`src/rtl/spi_cmd_sequencer_pkg.sv`:
```
// spi_cmd_pkg: shared widths, command record, FSM states and transfer timing
package spi_cmd_pkg;

    localparam int REG_WIDTH    = 8;
    localparam int MSG_LEN      = 2;
    localparam int DATA_W       = REG_WIDTH * (MSG_LEN - 1);
    localparam int FIFO_DEPTH   = 8;
    localparam int GUARD_CYCLES = 4;
    localparam int ADDR_W       = $clog2(FIFO_DEPTH);
    localparam int LEVEL_W      = $clog2(FIFO_DEPTH + 1);

    // The driver gives no done indication, so a transfer is timed as
    // one clock per shifted bit plus a settling guard before readback.
    function automatic int transfer_cycles(input int reg_width, input int msg_len, input int guard);
        return reg_width * msg_len + guard;
    endfunction

    localparam int TRANSFER_CYCLES = transfer_cycles(REG_WIDTH, MSG_LEN, GUARD_CYCLES);
    localparam int CNT_W           = $clog2(TRANSFER_CYCLES);

    typedef struct packed {
        logic [REG_WIDTH-1:0] addr;
        logic [DATA_W-1:0]    data;
    } spi_cmd_t;

    typedef enum logic [2:0] {IDLE, LOAD, STROBE, WAIT, CAPTURE} seq_state_e;

endpackage

```
`src/rtl/spi_cmd_sequencer_if.sv`:
```
// spi_cmd_sequencer_if: host command/readback port and SPI driver port bundle
interface spi_cmd_sequencer_if;
    import spi_cmd_pkg::*;

    logic                 host_wr_en;
    logic [REG_WIDTH-1:0] host_addr;
    logic [DATA_W-1:0]    host_data;
    logic                 host_full;
    logic [LEVEL_W-1:0]   host_level;
    logic                 busy;
    logic                 rd_valid;
    logic [REG_WIDTH-1:0] rd_addr;
    logic [DATA_W-1:0]    rd_data;
    logic                 rd_ack;
    logic                 err_overflow;
    logic                 err_rd_overrun;
    logic                 err_clear;
    logic                 spi_new_command;
    logic [REG_WIDTH-1:0] spi_register_addr;
    logic [DATA_W-1:0]    spi_write_data;
    logic [DATA_W-1:0]    spi_read_data;

    modport slave (
        input  host_wr_en, host_addr, host_data, rd_ack, err_clear, spi_read_data,
        output host_full, host_level, busy, rd_valid, rd_addr, rd_data,
               err_overflow, err_rd_overrun, spi_new_command, spi_register_addr, spi_write_data
    );

    modport master (
        output host_wr_en, host_addr, host_data, rd_ack, err_clear, spi_read_data,
        input  host_full, host_level, busy, rd_valid, rd_addr, rd_data,
               err_overflow, err_rd_overrun, spi_new_command, spi_register_addr, spi_write_data
    );

endinterface

```
`src/rtl/spi_cmd_sequencer_fifo.sv`:
```
// spi_cmd_fifo: synchronous command FIFO; a push into a full FIFO is accepted when a pop frees a slot in the same cycle
module spi_cmd_fifo
    import spi_cmd_pkg::*;
(
    input  logic               clk,
    input  logic               rstn,
    input  logic               push,
    input  logic               pop,
    input  spi_cmd_t           din,
    output spi_cmd_t           dout,
    output logic               full,
    output logic               empty,
    output logic               drop,
    output logic [LEVEL_W-1:0] level
);

    spi_cmd_t          mem [FIFO_DEPTH];
    logic [ADDR_W:0]   wr_ptr;
    logic [ADDR_W:0]   rd_ptr;
    logic              do_push;
    logic              do_pop;

    assign level   = wr_ptr - rd_ptr;
    assign full    = level == LEVEL_W'(FIFO_DEPTH);
    assign empty   = wr_ptr == rd_ptr;
    assign do_pop  = pop & ~empty;
    assign do_push = push & (~full | do_pop);
    assign drop    = push & ~do_push;
    assign dout    = mem[rd_ptr[ADDR_W-1:0]];

    // Pointer advance; the extra MSB distinguishes full from empty.
    always_ff @(posedge clk or negedge rstn) begin
        if (!rstn) begin
            wr_ptr <= '0;
            rd_ptr <= '0;
        end else begin
            wr_ptr <= wr_ptr + (ADDR_W+1)'(do_push);
            rd_ptr <= rd_ptr + (ADDR_W+1)'(do_pop);
        end
    end

    // Storage is not reset; occupancy is tracked by the pointers alone.
    always_ff @(posedge clk) begin
        if (do_push) mem[wr_ptr[ADDR_W-1:0]] <= din;
    end

endmodule

```
`src/rtl/spi_cmd_sequencer.sv`:
```
// spi_cmd_sequencer: queues host register commands and issues them one at a time to the SPI driver, capturing readback
module spi_cmd_sequencer
    import spi_cmd_pkg::*;
(
    input logic                 clk,
    input logic                 rstn,
    spi_cmd_sequencer_if.slave  bus
);

    seq_state_e           state;
    seq_state_e           state_nx;
    logic [CNT_W-1:0]     cnt;
    logic                 pop;
    logic                 empty;
    logic                 full;
    logic                 drop;
    logic                 overrun;
    logic [LEVEL_W-1:0]   level;
    spi_cmd_t             head;
    logic                 new_command;
    logic [REG_WIDTH-1:0] reg_addr;
    logic [DATA_W-1:0]    write_data;
    logic                 rd_valid;
    logic [REG_WIDTH-1:0] rd_addr;
    logic [DATA_W-1:0]    rd_data;
    logic                 err_overflow;
    logic                 err_rd_overrun;

    spi_cmd_fifo u_fifo (
        .clk   (clk),
        .rstn  (rstn),
        .push  (bus.host_wr_en),
        .pop   (pop),
        .din   ('{addr: bus.host_addr, data: bus.host_data}),
        .dout  (head),
        .full  (full),
        .empty (empty),
        .drop  (drop),
        .level (level)
    );

    assign pop     = (state == IDLE) & ~empty;
    assign overrun = (state == CAPTURE) & rd_valid & ~bus.rd_ack;

    // State register.
    always_ff @(posedge clk or negedge rstn) begin
        if (!rstn) state <= IDLE;
        else       state <= state_nx;
    end

    // Next-state: one command walks IDLE->LOAD->STROBE->WAIT->CAPTURE->IDLE.
    always_comb begin
        state_nx = state;
        case (state)
            IDLE:    state_nx = empty ? IDLE : LOAD;
            LOAD:    state_nx = STROBE;
            STROBE:  state_nx = WAIT;
            WAIT:    state_nx = (cnt == '0) ? CAPTURE : WAIT;
            CAPTURE: state_nx = IDLE;
            default: state_nx = IDLE;
        endcase
    end

    // Transfer timer: armed on the strobe, counts down through WAIT.
    always_ff @(posedge clk or negedge rstn) begin
        if (!rstn)                cnt <= '0;
        else if (state == STROBE) cnt <= CNT_W'(TRANSFER_CYCLES - 1);
        else if (state == WAIT)   cnt <= cnt - 1'b1;
    end

    // Driver-facing registers: address/data settle during LOAD, strobe follows one cycle later.
    always_ff @(posedge clk or negedge rstn) begin
        if (!rstn) begin
            reg_addr    <= '0;
            write_data  <= '0;
            new_command <= 1'b0;
        end else begin
            if (pop) begin
                reg_addr   <= head.addr;
                write_data <= head.data;
            end
            new_command <= state == LOAD;
        end
    end

    // Readback register: a capture always wins over a coincident acknowledge.
    always_ff @(posedge clk or negedge rstn) begin
        if (!rstn) begin
            rd_valid <= 1'b0;
            rd_addr  <= '0;
            rd_data  <= '0;
        end else if (state == CAPTURE) begin
            rd_valid <= 1'b1;
            rd_addr  <= reg_addr;
            rd_data  <= bus.spi_read_data;
        end else if (bus.rd_ack) begin
            rd_valid <= 1'b0;
        end
    end

    // Sticky error flags; a new event outranks a coincident clear.
    always_ff @(posedge clk or negedge rstn) begin
        if (!rstn) begin
            err_overflow   <= 1'b0;
            err_rd_overrun <= 1'b0;
        end else begin
            err_overflow   <= drop | (err_overflow & ~bus.err_clear);
            err_rd_overrun <= overrun | (err_rd_overrun & ~bus.err_clear);
        end
    end

    assign bus.host_full         = full;
    assign bus.host_level        = level;
    assign bus.busy              = (level != '0) | (state != IDLE);
    assign bus.rd_valid          = rd_valid;
    assign bus.rd_addr           = rd_addr;
    assign bus.rd_data           = rd_data;
    assign bus.err_overflow      = err_overflow;
    assign bus.err_rd_overrun    = err_rd_overrun;
    assign bus.spi_new_command   = new_command;
    assign bus.spi_register_addr = reg_addr;
    assign bus.spi_write_data    = write_data;

endmodule

```
`src/flat_wrapper.sv`:
```
// flat-port wrapper written by rule: the top's interface ports become plain ports
module spi_cmd_sequencer_flat import spi_cmd_pkg::*;
  (clk, rstn, bus_host_wr_en, bus_host_addr, bus_host_data, bus_rd_ack, bus_err_clear, bus_spi_read_data, bus_host_full, bus_host_level, bus_busy, bus_rd_valid, bus_rd_addr, bus_rd_data, bus_err_overflow, bus_err_rd_overrun, bus_spi_new_command, bus_spi_register_addr, bus_spi_write_data);
  spi_cmd_sequencer_if bus_i ();
  input logic clk;
  input logic rstn;
  input wire logic [$bits(bus_i.host_wr_en)-1:0] bus_host_wr_en;
  input wire logic [$bits(bus_i.host_addr)-1:0] bus_host_addr;
  input wire logic [$bits(bus_i.host_data)-1:0] bus_host_data;
  input wire logic [$bits(bus_i.rd_ack)-1:0] bus_rd_ack;
  input wire logic [$bits(bus_i.err_clear)-1:0] bus_err_clear;
  input wire logic [$bits(bus_i.spi_read_data)-1:0] bus_spi_read_data;
  output wire logic [$bits(bus_i.host_full)-1:0] bus_host_full;
  output wire logic [$bits(bus_i.host_level)-1:0] bus_host_level;
  output wire logic [$bits(bus_i.busy)-1:0] bus_busy;
  output wire logic [$bits(bus_i.rd_valid)-1:0] bus_rd_valid;
  output wire logic [$bits(bus_i.rd_addr)-1:0] bus_rd_addr;
  output wire logic [$bits(bus_i.rd_data)-1:0] bus_rd_data;
  output wire logic [$bits(bus_i.err_overflow)-1:0] bus_err_overflow;
  output wire logic [$bits(bus_i.err_rd_overrun)-1:0] bus_err_rd_overrun;
  output wire logic [$bits(bus_i.spi_new_command)-1:0] bus_spi_new_command;
  output wire logic [$bits(bus_i.spi_register_addr)-1:0] bus_spi_register_addr;
  output wire logic [$bits(bus_i.spi_write_data)-1:0] bus_spi_write_data;
  assign bus_i.host_wr_en = bus_host_wr_en;
  assign bus_i.host_addr = bus_host_addr;
  assign bus_i.host_data = bus_host_data;
  assign bus_i.rd_ack = bus_rd_ack;
  assign bus_i.err_clear = bus_err_clear;
  assign bus_i.spi_read_data = bus_spi_read_data;
  assign bus_host_full = bus_i.host_full;
  assign bus_host_level = bus_i.host_level;
  assign bus_busy = bus_i.busy;
  assign bus_rd_valid = bus_i.rd_valid;
  assign bus_rd_addr = bus_i.rd_addr;
  assign bus_rd_data = bus_i.rd_data;
  assign bus_err_overflow = bus_i.err_overflow;
  assign bus_err_rd_overrun = bus_i.err_rd_overrun;
  assign bus_spi_new_command = bus_i.spi_new_command;
  assign bus_spi_register_addr = bus_i.spi_register_addr;
  assign bus_spi_write_data = bus_i.spi_write_data;
  spi_cmd_sequencer u_core (.clk(clk), .rstn(rstn), .bus(bus_i));
endmodule
```
`config.mk`:
```
export PLATFORM = sky130hd
export DESIGN_NAME = spi_cmd_sequencer_flat
export DESIGN_NICKNAME = d
export VERILOG_FILES = /design/src/rtl/spi_cmd_sequencer_pkg.sv /design/src/rtl/spi_cmd_sequencer_if.sv /design/src/rtl/spi_cmd_sequencer_fifo.sv /design/src/rtl/spi_cmd_sequencer.sv /design/src/flat_wrapper.sv
export SDC_FILE = /design/constraint.sdc
export NUM_CORES = 1
export LEC_CHECK = 0
export BUFFER_PORTS_ARGS = -buffer_cell sky130_fd_sc_hd__buf_2
export CAP_MARGIN = 10
export CORE_ASPECT_RATIO = 0.5
export CORE_MARGIN = 1.5
export CORE_UTILIZATION = 60
export CTS_CLUSTER_DIAMETER = 40
export CTS_CLUSTER_SIZE = 8
export DETAILED_ROUTE_END_ITERATION = 16
export GPL_TIMING_DRIVEN = 0
export PLACE_DENSITY = 0.81
export SLEW_MARGIN = 20
export SYNTH_ARGS = -nofsm -noshare
export SYNTH_HDL_FRONTEND = slang
export SYNTH_HIERARCHICAL = 1
export SYNTH_SLANG_ARGS = --single-unit
```
`constraint.sdc`:
```
create_clock -name clk -period 10.5 [get_ports clk]
set_input_delay 0.525 -clock clk [delete_from_list [all_inputs] [get_ports clk]]
set_output_delay 0.525 -clock clk [all_outputs]
set_load 0.05 [all_outputs]
```
==> impl_metrics.csv <==
group,metric,value,unit
status,status,"finished, final reports clean",
floorplanning,die_y,80.3,um
grt,antenna_found_initial,1,
power_and_ir_drop,pwr-share-comb,35.1,%
timing,hold_viol,0,
worst_setup_path,crit_type,"reg2reg",
power_and_ir_drop,power,2.53,mW
worst_setup_path,path_max_fanout,10,
drt,first_pass_iters,5,
finish,fin_cells,677,
placed_design,placedCellCount,645,
grt,grt_pass1_wl,23000,um
cts,root_buffer,"clkbuf_16",
floorplanning,coreArea,0.0113,mm2
synth,synth_top_area_share,53.7,%
power_and_ir_drop,peakVddDrop,0.000187,V
placed_design,routabilityCongestion,0.730,
timing,period_minus_slack,4.59,ns
grt,grt-ovfl-total,0,
power_and_ir_drop,switching_share,36.2,%
power_and_ir_drop,switchingPower,915,uW
placed_design,pre_cts_ws,5.97,ns
timing,worstMarginPinSlew,0.964,ns
drt,drtIter0Drc,489,
power_and_ir_drop,p_clk_share,26.1,%
cts,cts_buffers,17,
synth,async_reset_ff_share,28.9,%
synth,synth_warnings,6,
synth,syn-cell-area,0.00716,mm2
timing,finalSetupViolCount,0,
floorplanning,die_w,158,um
worst_setup_path,required,10.62,ns
drt,drcViolationCount,0,
min_path,worstHoldPathType,"in2async",
worst_setup_path,start_kind,"register",
worst_setup_path,cp.arrival,4.71,ns
floorplanning,initial_core_util,63.3,%
timing,holdWs,0.130,ns
finish,fillers,627,
timing,worst_slack,5.91,ns
cts,htree_num_levels,4,
power_and_ir_drop,power_density,297,mW/mm2
grt,grt_use_total,26.2,%
synth,synth_common_cells,"edfxtp_1, nand2_1, dfrtp_1",
worst_setup_path,cp-end-kind,"register",
floorplanning,ios,71,
timing,fmax,0.218,GHz
timing,fin_tns_setup,0,ns
finish,fin_area,0.00852,mm2
finish,nets,543,
synth,synthFlopType,"edfxtp_1",
cts,cts_repair_resize_count,0,
drt,num_vias,3959,
run,cap_viol_max_count,0,
cts,clkSinkCount,180,
synth,synth_area_per_cell,18.1,um2
synth,yosysMostFrequentCell,"edfxtp_1",
timing,drv_slew,0,
synth,yosys.area.top_type,"edfxtp_1",
finish,antenna_cells,0,
timing,relSlewSlack,35.2,%
placed_design,placed_area,0.00791,mm2
power_and_ir_drop,power_frac_seq,38.8,%
synth,syn_nets,433,
cts,cts_tree,"done",
placed_design,portBuffers,70,
cts,cts_setup_buffers,0,
timing,rsz0062_at_grt,"false",
power_and_ir_drop,p_leak,3.39,nW
cts,cts_buffer_depth,2,
timing,fin_crit_sh,43.8,%
timing,finClkSkew,0.0124,ns
synth,ys_ff_latch,180,
cts,clkTransAtPathRegs,0.07,ns
placed_design,hpwl,9770,um
drt,avgRoutedWirePerCell,22.1,um
finish,utilization,75.3,%
cts,holdBufCountCts,0,
drt,wirelength,14900,um
grt,grt_max_degree,53,
floorplanning,row_count,27,
synth,synthTopCellsByArea,"edfxtp_1, dfrtp_1, mux4_2, mux2_2, nand2_1",
floorplanning,design.die.area,0.0126,mm2
finish,synthToLayoutAreaGrowth,19.0,%
drt,antenna_left,0,
finish,drive_gt1_share,40.3,%
synth,seq_area_frac_synth,71.8,%
synth,synth_cell_types,46,
power_and_ir_drop,intPower,1.61,mW
synth,netlist_instances,395,
grt,grt_pass1_vias,4042,
synth,synth_edf_count,128,
drt,vias_per_cell,5.85,
cts,clkLatencyLatePin,0.43,ns
==> cells in the final DEF (no fill, tap or decap), drive strengths merged, types with 2 or more instances in the layout <==
master  instances
edfxtp        128
buf           101
nand2          56
dfrtp          52
mux2           33
mux4           32
clkbuf         28
inv            11
ha              8
clkinv          6
nand2b          5
nor4            5
nor2            4
nand3           4
nor3            4
xor2            4
nor4b           4
bufinv          3
nor2b           3
nor3b           3
and2            2
xnor2           2
a21oi           2
==> cells by family (layout without fill, tap and decap cells) <==
logic type | after synthesis | in the layout | share of synthesized area, %
buffers and inverters | 27 | 150 | 1.78
AND/OR/NAND/NOR | 96 | 96 | 6.92
flip-flops | 180 | 180 | 71.8
multiplexers | 65 | 65 | 15.7
adder cells (fa/ha/maj) | 9 | 9 | 1.68
AO/OA/AOI/OAI | 12 | 12 | 1.28
XOR/XNOR | 6 | 6 | 0.839
==> flip-flops by register name, indices dropped and copies added (netlist names), 3 cells and up <==
name / cells
u_core/u_fifo/rd_ptr: 4
u_core/bus.spi_write_data: 8
u_core/bus.rd_data: 8
u_core/state: 3
u_core/u_fifo/mem: 128
u_core/bus.rd_addr: 8
u_core/bus.spi_register_addr: 8
u_core/cnt: 5
u_core/u_fifo/wr_ptr: 4
==> routing by layer <==
| layer | global-route usage [%] | vias to the layer above | share of wire, % | routed length, um |
|---|---|---|---|---|
| li1 | - | 1729 | - | - |
| met5 | 0 | - | 0.087 | 13 |
| met1 | 35.2 | 1986 | 41 | 6100 |
| met3 | 7.50 | 29 | 10 | 1500 |
| met4 | 10.4 | 2 | 1.9 | 291 |
| met2 | 41.2 | 213 | 47 | 7030 |
==> critical path, stage by stage, from the launching register on <==
cell	delay, ns
dfrtp_1	0.31
buf_2	0.25
clkinv_1	0.32
clkbuf_1	0.36
ha_1	0.42
nand3_1	0.12
nor2_1	0.08
nor4_4	0.73
buf_6	0.29
o21a_1	0.24
nor4_4	0.12
nor4b_2	0.47
buf_2	0.30
buf_2	0.25
==> power groups by stage <==
stage	clock (mW)	combinational [mW]	sequential (mW)
2_1_floorplan	0	0.508	1.11
3_3_place_gp	0	0.820	0.991
3_5_place_dp	0	0.876	0.994
4_1_cts	0.668	0.890	0.983
5_1_grt	0.694	0.951	0.997
6_report	0.659	0.888	0.982
==> final cells by class <==
class / instances / area [um2] / area share (%)
inverters: 10 / 37.5 / 0.441
clock inverters: 11 / 151 / 1.78
multi-input cells: 188 / 1950 / 22.8
repair buffers: 91 / 490 / 5.76
plain buffers: 17 / 90.1 / 1.06
flip-flops and latches: 180 / 5140 / 60.4
clock buffers: 21 / 460 / 5.40
well taps: 159 / 199 / 2.34
==> path summary, 6_finish.rpt <==
kind / start / end / slack, ns / cells after the start
worst max-delay path: u_core/u_fifo/rd_ptr[2]$_DFF_PN0_ / u_core/u_fifo/mem[2][4]$_DFFE_PP_ / 5.91 / 13
worst min-delay path: rstn / u_core/bus.spi_write_data[2]$_DFFE_PN0P_ / 0.13 / 1
worst max register to register: u_core/u_fifo/rd_ptr[2]$_DFF_PN0_ / u_core/u_fifo/mem[2][4]$_DFFE_PP_ / 5.91 / 13
worst min register to register: u_core/bus.err_overflow$_DFF_PN0_ / u_core/bus.err_overflow$_DFF_PN0_ / 0.48 / 1
max in group asynchronous: rstn / u_core/bus.rd_data[1]$_DFFE_PN0P_ / 9.87 / 1
min in group clk: bus_spi_read_data[6] / u_core/bus.rd_data[6]$_DFFE_PN0P_ / 0.34 / 2
No activity file was read; power rests on OpenSTA's default activity.
